**config.mk**
```make
export PLATFORM = sky130hd
export DESIGN_NAME = pq_rd_host_flat
export DESIGN_NICKNAME = d
export VERILOG_FILES = /design/src/rtl/pq_pkg.sv /design/src/rtl/pq_rd_host_if.sv /design/src/rtl/pq_rd_host.sv /design/src/flat_wrapper.sv
export SDC_FILE = /design/constraint.sdc
export NUM_CORES = 1
export LEC_CHECK = 0
export CAP_MARGIN = 20
export CORE_UTILIZATION = 45
export DETAILED_ROUTE_END_ITERATION = 6
export PLACE_DENSITY_LB_ADDON = 0.05
export SLEW_MARGIN = 0
export SYNTH_ARGS = -nofsm -noshare
export SYNTH_HDL_FRONTEND = slang
export SYNTH_SLANG_ARGS = --single-unit
export TNS_END_PERCENT = 1
```
**constraint.sdc**
```tcl
create_clock -name clk -period 3.39 [get_ports clk]
set_input_delay 0.678 -clock clk [delete_from_list [all_inputs] [get_ports clk]]
set_output_delay 0.678 -clock clk [all_outputs]
set_load 0.05 [all_outputs]
```
**src/rtl/pq_pkg.sv**
```systemverilog
// Shared key/value element type and sentinels for the replace/dequeue priority queue.
package pq_pkg;

  typedef struct packed {
    logic [15:0] key;
    logic [15:0] val;
  } kv_t;

  localparam logic [15:0] KEYINF    = 16'hFFFF;
  localparam logic [15:0] KEYNEGINF = 16'h0000;
  localparam logic [15:0] VAL0      = 16'h0000;

  typedef enum logic [1:0] {
    OP_PEEK    = 2'b00,
    OP_REPLACE = 2'b01,
    OP_DEQ     = 2'b10,
    OP_ILL     = 2'b11
  } pq_op_e;

endpackage

```
**src/rtl/pq_rd_host_if.sv**
```systemverilog
// Command and response channels between application logic and the pq_rd_host driver.
interface pq_rd_host_if;
  import pq_pkg::*;

  logic       cmd_valid;
  logic       cmd_ready;
  logic [1:0] cmd_op;
  kv_t        cmd_kv;
  logic       rsp_valid;
  logic       rsp_ready;
  kv_t        rsp_kv;
  logic       rsp_empty;
  logic       rsp_full;
  logic       rsp_err;

  modport master (
    output cmd_valid, cmd_op, cmd_kv, rsp_ready,
    input  cmd_ready, rsp_valid, rsp_kv, rsp_empty, rsp_full, rsp_err
  );

  modport slave (
    input  cmd_valid, cmd_op, cmd_kv, rsp_ready,
    output cmd_ready, rsp_valid, rsp_kv, rsp_empty, rsp_full, rsp_err
  );

endinterface

```
**src/rtl/pq_rd_host.sv**
```systemverilog
// Host-side driver for a replace/dequeue priority queue: one pending command slot,
// busy-aware issue to the device, and a one-deep response register.
module pq_rd_host
  import pq_pkg::*;
#(
  parameter int CNT_W = 32
) (
  input  logic             clk,
  input  logic             rst,
  pq_rd_host_if.slave      cif,
  output kv_t              pq_kvi,
  output logic             pq_replace,
  output logic             pq_deq,
  input  kv_t              pq_kvo,
  input  logic             pq_busy,
  input  logic             pq_full,
  input  logic             pq_empty,
  output logic [CNT_W-1:0] stat_ops,
  output logic [CNT_W-1:0] stat_stalls
);

  function automatic logic [CNT_W-1:0] sat_inc(input logic [CNT_W-1:0] c, input logic en);
    return (en && (c != '1)) ? c + CNT_W'(1) : c;
  endfunction

  logic       vld_p0;
  logic [1:0] op_p0;
  kv_t        kv_p0;

  logic       vld_p1;
  kv_t        kv_p1;
  logic       empty_p1;
  logic       full_p1;
  logic       err_p1;

  logic       slot_free;
  logic       issue;
  logic       accept;

  assign slot_free     = !vld_p1 || cif.rsp_ready;
  assign issue         = vld_p0 && !pq_busy && slot_free && !rst;
  assign cif.cmd_ready = !rst && (!vld_p0 || issue);
  assign accept        = cif.cmd_valid && cif.cmd_ready;

  // Stage p0: pending command, held stable on the device bus until it issues
  always_ff @(posedge clk) begin
    if (accept) begin
      op_p0 <= cif.cmd_op;
      kv_p0 <= cif.cmd_kv;
    end
  end

  assign pq_kvi     = vld_p0 ? kv_p0 : '0;
  assign pq_replace = issue && (op_p0 == OP_REPLACE);
  assign pq_deq     = issue && (op_p0 == OP_DEQ);

  // Stage p1: response captured from the pre-operation head in the issue cycle
  always_ff @(posedge clk) begin
    if (rst) begin
      vld_p0      <= 1'b0;
      vld_p1      <= 1'b0;
      kv_p1       <= '0;
      empty_p1    <= 1'b0;
      full_p1     <= 1'b0;
      err_p1      <= 1'b0;
      stat_ops    <= '0;
      stat_stalls <= '0;
    end else begin
      if (accept)
        vld_p0 <= 1'b1;
      else if (issue)
        vld_p0 <= 1'b0;

      if (issue) begin
        vld_p1   <= 1'b1;
        kv_p1    <= pq_kvo;
        empty_p1 <= pq_empty;
        full_p1  <= pq_full;
        err_p1   <= (op_p0 == OP_ILL);
      end else if (cif.rsp_ready) begin
        vld_p1 <= 1'b0;
      end

      stat_ops    <= sat_inc(stat_ops, issue);
      stat_stalls <= sat_inc(stat_stalls, vld_p0 && pq_busy);
    end
  end

  assign cif.rsp_valid = vld_p1;
  assign cif.rsp_kv    = kv_p1;
  assign cif.rsp_empty = empty_p1;
  assign cif.rsp_full  = full_p1;
  assign cif.rsp_err   = err_p1;

endmodule

```
**src/flat_wrapper.sv**
```systemverilog
// flat-port wrapper written by rule: the top's interface ports become plain ports
module pq_rd_host_flat import pq_pkg::*;
#(
  parameter int CNT_W = 32
)
  (clk, rst, pq_kvi, pq_replace, pq_deq, pq_kvo, pq_busy, pq_full, pq_empty, stat_ops, stat_stalls, cif_cmd_valid, cif_cmd_op, cif_cmd_kv, cif_rsp_ready, cif_cmd_ready, cif_rsp_valid, cif_rsp_kv, cif_rsp_empty, cif_rsp_full, cif_rsp_err);
  pq_rd_host_if cif_i ();
  input  logic clk;
  input  logic rst;
  output kv_t pq_kvi;
  output logic pq_replace;
  output logic pq_deq;
  input  kv_t pq_kvo;
  input  logic pq_busy;
  input  logic pq_full;
  input  logic pq_empty;
  output logic [CNT_W-1:0] stat_ops;
  output logic [CNT_W-1:0] stat_stalls;
  input wire logic [$bits(cif_i.cmd_valid)-1:0] cif_cmd_valid;
  input wire logic [$bits(cif_i.cmd_op)-1:0] cif_cmd_op;
  input wire logic [$bits(cif_i.cmd_kv)-1:0] cif_cmd_kv;
  input wire logic [$bits(cif_i.rsp_ready)-1:0] cif_rsp_ready;
  output wire logic [$bits(cif_i.cmd_ready)-1:0] cif_cmd_ready;
  output wire logic [$bits(cif_i.rsp_valid)-1:0] cif_rsp_valid;
  output wire logic [$bits(cif_i.rsp_kv)-1:0] cif_rsp_kv;
  output wire logic [$bits(cif_i.rsp_empty)-1:0] cif_rsp_empty;
  output wire logic [$bits(cif_i.rsp_full)-1:0] cif_rsp_full;
  output wire logic [$bits(cif_i.rsp_err)-1:0] cif_rsp_err;
  assign cif_i.cmd_valid = cif_cmd_valid;
  assign cif_i.cmd_op = cif_cmd_op;
  assign cif_i.cmd_kv = cif_cmd_kv;
  assign cif_i.rsp_ready = cif_rsp_ready;
  assign cif_cmd_ready = cif_i.cmd_ready;
  assign cif_rsp_valid = cif_i.rsp_valid;
  assign cif_rsp_kv = cif_i.rsp_kv;
  assign cif_rsp_empty = cif_i.rsp_empty;
  assign cif_rsp_full = cif_i.rsp_full;
  assign cif_rsp_err = cif_i.rsp_err;
  pq_rd_host #(.CNT_W(CNT_W)) u_core (.clk(clk), .rst(rst), .cif(cif_i), .pq_kvi(pq_kvi), .pq_replace(pq_replace), .pq_deq(pq_deq), .pq_kvo(pq_kvo), .pq_busy(pq_busy), .pq_full(pq_full), .pq_empty(pq_empty), .stat_ops(stat_ops), .stat_stalls(stat_stalls));
endmodule
```
# After elaboration in Yosys (flattened, before gate mapping)
# Index checks and enable logic that the tools add are counted.
# word_totals
word_cells	42
ff_bits	135
in_bits	73
output_inout_bits	135
# classes
addsub	2
eq_ne	5
reduce_logical	18
mux	5
# op_table
op	count
32-bit by 1-bit adder with 32-bit output, second input constant	2
32-bit inequality test, second input constant	2
32-bit two-way mux	1
1-bit logical AND	10
2-bit equality test, second input constant	2
1-bit zero test	4
1-bit two-way mux	4
2-bit nonzero test	2
2-bit by 1-bit equality test with 1-bit output, second input constant	1
1-bit logical OR	2

# Depth between registers and ports, before layout
# logic_depth
word_depth	8
depth_mapped	8

# Worst setup path before layout
# OpenSTA, ideal clock, no wires.
# synth_path
path_kind	in2reg
startpoint	input port pq_busy
endpoint	register u_core.kv_p0[0] in the netlist's numbering (enable)
t_arrival_ns	3.047
cell_stages	5
path_buffers	1
required_time_ns	2.996
slack_ns	-0.051
path_cell_list	nand2b_1 -> nand2b_1 -> clkbuf_1 -> a21oi_1 -> and2_1
# synth_via
elab_chain_len	7
# synth_rtl
element	line_no	text
start, declared	flat_wrapper.sv:14	input logic pq_busy;
1-bit zero test	pq_rd_host.sv:41	assign issue = vld_p0 && !pq_busy && slot_free && !rst;
1-bit logical AND (3 in series)	pq_rd_host.sv:41	
1-bit logical OR	pq_rd_host.sv:42	assign cif.cmd_ready = !rst && (!vld_p0 || issue);
1-bit logical AND	pq_rd_host.sv:42	
net cif_cmd_ready	flat_wrapper.sv:23	output wire logic [$bits(cif_i.cmd_ready)-1:0] cif_cmd_ready;
1-bit logical AND	pq_rd_host.sv:43	assign accept = cif.cmd_valid && cif.cmd_ready;
net u_core.accept	pq_rd_host.sv:38	logic accept;
end signal, assigned	pq_rd_host.sv:49	kv_p0 <= cif.cmd_kv;
end, declared	pq_rd_host.sv:28	kv_t kv_p0;
# The timed path passes the listed nets, and every way through them passes these cells.
# A chain may end at the register's enable or synchronous reset.

# Worst setup path after layout
# layout_path
startpoint	input port pq_busy
endpoint	output port pq_replace
# layout_via
elab_chain_len	5
# layout_rtl
element	line_no	text
1-bit zero test	pq_rd_host.sv:41	
1-bit logical AND (3 in series)	pq_rd_host.sv:41	
1-bit logical AND	pq_rd_host.sv:54	assign pq_replace = issue && (op_p0 == OP_REPLACE);
end, declared	flat_wrapper.sv:11	output logic pq_replace;
# No other way between the ends.

==> out/qor.yml <==
sta:
  setup_tns_ps: 0
  fin_crit_sh_pct: 87.0
  min_period_ps: 2950
  rsz0062_at_grt: "false"
  slew_viol_final: 0
  fmax_mhz: 339
  finClkSkew_ps: 6.59
  tightest_slew_ps: 888
  slew_headroom_pct: 40.3
  hold_violations: 0
  setup_viol: 0
cells_and_area:
  layout_common_cells: "clkdlybuf4s50_1 (203), dfxtp_1 (101), nand2_1 (95)"
  final_common_cell: "clkdlybuf4s50_1"
  antennaDiodeCount: 0
  final_area_um2: 8690
  fillers: 1020
  final_cells: 1025
  area_growth_syn_to_layout_pct: 47.7
  nets: 915
  drive_gt1_share_pct: 7.50
global_routing:
  grt_pass1_wl_um: 25200
  grt_max_degree: 58
  grt_usage_pct: 24.0
  first_global_vias: 5220
  antenna_found_initial: 0
  overflow: 0
synth:
  synthFlopType: "dfxtp_1"
  ys_seq_area_share_pct: 51.7
  synth_enable_flop_cells: 34
  syn_inst: 644
  syn_avg_cell_area_um2: 9.13
  ys_async_sr_fraction_pct: 0
  ys_ff_latch: 135
  syn_area_um2: 5880
  yosys.area.top_type: "dfxtp_1"
  synth_nets: 719
  yosys-top-cells-area: "dfxtp_1 (34%), edfxtp_1 (17%), a21oi_1 (7.3%)"
  synth.top_cell.area_share_pct: 34.4
  synth_warnings: 0
  ys_types: 46
clock_network:
  cts_hold_buffers: 0
  htree_num_levels: 4
  cts_resized: 0
  clk_pin_slew_worst_paths_ps: 50
  cts_tree: "yes"
  post-cts-setup-buffer-count: 0
  clock_latency_ps: 410
  clk_path_buf_depth: 2
  cts_sinks: 135
  cts_buffers: 17
  root_buffer: "clkbuf_16"
power:
  leakage_nw: 2.84
  power.density_nw_per_um2: 451
  irDropWorstVdd_v: 0.000296
  power_mw: 3.92
placement:
  port_buffers: 207
  post-dp-hpwl_um: 11100
  placed_area_um2: 8110
  place_congestion: 0.830
  placedCellCount: 993
route:
  drt_first_iter_violations: 409
  routedWlPerCell_um: 15.7
  wirelength_um: 16100
  vias: 5679
  ant_nets: 0
  viasPerCell: 5.54
  firstDrtPassIters: 5
  drc: 0
die:
  dieArea_um2: 13500
  fp.dieH_um: 116
  die_width_um: 116
  io_pins: 208
  core-area_um2: 12700
  rows: 41
  initial_utilization_pct: 46.4
status:
  status: "completed"
critical_path:
  cp_max_fo: 5
  path_class: "input pin to output port"
  worstPathRequired_ps: 2710
  worst_setup_path_start_kind: "input pin"
  worstSetupEndpointType: "output port"
  arrival_ps: 2270
hold_path:
  hp-class: "flop to flop"
run:
  maxCapViolCount: 0
worst paths after layout:
| path | startpoint | endpoint | slack (ps) | depth (start not counted) |
|---|---|---|---|---|
| setup / recovery | pq_busy | pq_replace | 440 | 5 |
| hold / removal | u_core.cif.rsp_err | u_core.cif.rsp_err | 450 | 2 |
| hold reg to reg | u_core.cif.rsp_err | u_core.cif.rsp_err | 450 | 2 |
| setup reg to reg | u_core.stat_ops[6] | u_core.stat_ops[6] | 840 | 6 |
cells by family after synthesis:
kind of cell,Yosys count,synth area share [%]
buffers and inverters,43,3.34
muxes,11,2.06
AOI/OAI and AO/OA,140,13.2
and+or+nand+nor,310,28.8
adders and majority gates,2,0.425
DFF,135,51.7
xor gates and xnor gates,3,0.447
synthesized netlist by cell type (all sizes together) (10+ instances only):
cell type,instances
o21ai,25
dfxtp,101
nor2b,11
nor4,10
nand3,23
o31ai,24
nand4,27
or3,25
nand2,95
or4,26
a21oi,86
and2,35
nor2,25
edfxtp,34
clkbuf,30
power breakdown:
group | switching (mW) | internal, mW
clock | 0.659 | 1.13
sequential | 0.0160 | 1.69
combinational | 0.251 | 0.170
layer usage:
layer / vias up / global-route usage [%] / share of wire (%)
met5: - / 0 / 0
met4: 0 / 11.6 / 2.8
met3: 33 / 7.42 / 7.4
met2: 227 / 38.6 / 49
met1: 2666 / 29.4 / 41
li1: 2753 / - / -
through the flow:
stage	util [%]	hold WS [ps]	setup WS (ps)
2_1_floorplan	-	552	267
3_3_place_gp	64.0	439	431
3_5_place_dp	64.0	445	456
4_1_cts	68.6	453	442
5_1_grt	68.6	471	329
6_report	68.6	448	440
registers in the layout, summed over array words and instances (netlist names), 2 cells and up:
name	cells
u_core.stat_ops	32
u_core.cif.rsp_kv	32
u_core.op_p0	2
u_core.kv_p0	32
u_core.stat_stalls	32
critical path, stage by stage:
cell and delay (ps):
clkdlybuf4s50_1 420, nand2b_1 210, or3_1 400, nor3b_1 370, buf_12 190
area by class of cell:
| class | instances | area, um^2 | share of cell area [%] |
|---|---|---|---|
| Timing Repair Buffer | 216 | 2180 | 25.1 |
| Tap cell | 172 | 215 | 2.48 |
| Multi-Input combinational cell | 466 | 2660 | 30.6 |
| Inverter | 4 | 15.0 | 0.173 |
| Sequential cell | 135 | 3040 | 35.0 |
| Clock buffer | 23 | 478 | 5.50 |
| Clock inverter | 9 | 100 | 1.15 |
Note: power is estimated with default switching activity, not from simulation.
==> RTL edit: new RTL, same settings <==
`CNT_W` is set to 32 in 2 places; all go to 16.
--- a/src/rtl/pq_rd_host.sv
+++ b/src/rtl/pq_rd_host.sv
@@ -3,7 +3,7 @@
 module pq_rd_host
   import pq_pkg::*;
 #(
-  parameter int CNT_W = 32
+  parameter int CNT_W = 16
 ) (
   input  logic             clk,
   input  logic             rst,
--- a/src/flat_wrapper.sv
+++ b/src/flat_wrapper.sv
@@ -1,7 +1,7 @@
 // flat-port wrapper written by rule: the top's interface ports become plain ports
 module pq_rd_host_flat import pq_pkg::*;
 #(
-  parameter int CNT_W = 32
+  parameter int CNT_W = 16
 )
   (clk, rst, pq_kvi, pq_replace, pq_deq, pq_kvo, pq_busy, pq_full, pq_empty, stat_ops, stat_stalls, cif_cmd_valid, cif_cmd_op, cif_cmd_kv, cif_rsp_ready, cif_cmd_ready, cif_rsp_valid, cif_rsp_kv, cif_rsp_empty, cif_rsp_full, cif_rsp_err);
   pq_rd_host_if cif_i ();
Ports: changed (resized stat_ops and stat_stalls); port bits go from 208 to 176. The function was not compared with the original's and may differ.
==> RTL edit against the original RTL <==
Sequential cell count fell by 32; critical path depth rose by 1; die area fell by 27%; worst setup slack improved by 0.086 ns; total power fell by 36%; synthesized area fell by 27%; routed wire length fell by 32%; sequential power fell by 22%; design area fell by 27%; count of clock-buffer cells in the layout fell by 13; critical endpoint unchanged; final cell count fell by 30%; critical path type unchanged.
==> RTL edit: results (changes against the original RTL) <==
# resized after CTS - 0 (unchanged)
fillers - 768 (-25%)
Seq/Total Area, Yosys - 56.2% (+4.5 points)
layout cells sized above 1 - 6.07% (-1.4 points)
routed len/inst - 15.1 microns (-3.4%)
peak supply drop - 0.000237 V (-20%)
Synth cell types - 49 (+6.5%)
first-pass GRT wire length - 17700 microns (-30%)
1st-iter DRT viols - 186 (-55%)
largest cells by area after synthesis - dfxtp_1 (32%), edfxtp_1 (24%), nand2_1 (7.5%)
Final WS setup - 0.526 ns (+0.0859 ns)
H-tree levels - 3 (-1)
Worst EP arrival - 2.19 ns (-0.08 ns)
FF-to-FF setup slack - 1.23 ns (+0.39 ns)
maximum clock path buffer count - 2 (unchanged)
CP top delay family - buffers and inverters
pre-CTS WS - 0.539 ns (+0.0825 ns)
initial antenna violation count - 0 (unchanged)
CP max FO - 6 (+1)
total of max-cap violations - 0 (unchanged)
Clock Pin Slew Worst Setup and Hold Paths - 0.08 ns (+0.03 ns)
Post-CTS Setup Repair Bufs - 0 (unchanged)
routability cong. - 0.805 (-3.0%)
clock insertion delay at the later pin of the skew report - 0.36 ns (-0.05 ns)
Final Non-Filler Cells - 721 (-30%)
CTS Buf Count - 9 (-8)
Setup Skew - 0.0160 ns (+0.00944 ns)
Pleak - 2.14 nW (-25%)
largest net degree at the start of global routing - 47 (-19%)
Worst-Margin Slew - 0.793 ns (-0.0953 ns)
nets - 680 (-26%)
TritonRoute pass-1 iters - 4 (-1)
Synth Warn # - 0 (unchanged)
vias in the first global route - 3710 (-29%)
class of the worst hold path - reg -> reg
CP peak stage delay - 0.52 ns (+0.10 ns)
root buffer cell - clkbuf_8
GRT Total Usage - 22.3% (-1.7 points)
Placed Cells - 705 (-29%)
Vias per Instance - 5.33 (-3.7%)
post-synthesis net count - 510 (-29%)
Area Overhead vs Synth - 48.5%
Post-synth top cells - nand2_1 (85), dfxtp_1 (69), a21oi_1 (53)
CP max-delay cell - clkdlybuf4s50_1
Diodes inserted - 0 (unchanged)
hold_ws - 0.455 ns (+0.00665 ns)
Post-DP HPWL - 7610 microns (-31%)
Cell Area, Placed - 0.00615 sq mm (-24%)
PortBufs - 175 (-15%)
status - complete, no violations
EDFF count, synth - 34 (unchanged)
Mapped Avg Cell Area - 9.82 sq um (+7.5%)
Async S/R FF share, synth - 0% (unchanged)
RTL edit: cell families after synthesis:
logic type                 count (synthesis)  synth area share (%)
DFF                                      103                  56.2
adders and majority gates                  2                 0.586
muxes                                      3                 0.732
and+or+nand+nor                          204                  26.5
buffers and inverters                     29                  2.69
AOI/OAI and AO/OA                         94                  13.3
RTL edit: layer usage:
metal  global-route usage (%)  vias to the layer above  part of all wire [%]
li1                         -                     1919                     -
met1                     27.6                     1793                    43
met2                     37.8                      128                    50
met3                     6.89                        5                   6.9
met4                     6.11                        0                  0.52
met5                        0                        -                     0
RTL edit: worst paths after layout:
path                         from                    to  cells after the start
min reg2reg  u_core.cif.rsp_empty  u_core.cif.rsp_empty                      2
max reg2reg         u_core.vld_p0      u_core.kv_p0[20]                      6
max                       pq_busy            pq_replace                      6
min          u_core.cif.rsp_empty  u_core.cif.rsp_empty                      2
RTL edit: layout make-up:
cell class / count / area share, %
Sequential cell: 103 / 37.9
Tap cell: 111 / 2.19
Timing Repair Buffer: 182 / 28.8
Inverter: 6 / 0.355
Multi-Input combinational cell: 303 / 27.7
Clock inverter: 6 / 1.06
Clock buffer: 10 / 2.01
RTL edit: worst min-delay path, stage by stage (launching register included):
cell     delay (ns)
dfxtp_1        0.32
nand2_1        0.05
a21oi_1        0.05
RTL edit: report_power, final:
part	total, W	switching (W)	internal [W]
clock network	0.000772	0.000425	0.000347
registers	0.00133	0.0000157	0.00131
logic	0.000403	0.000236	0.000167
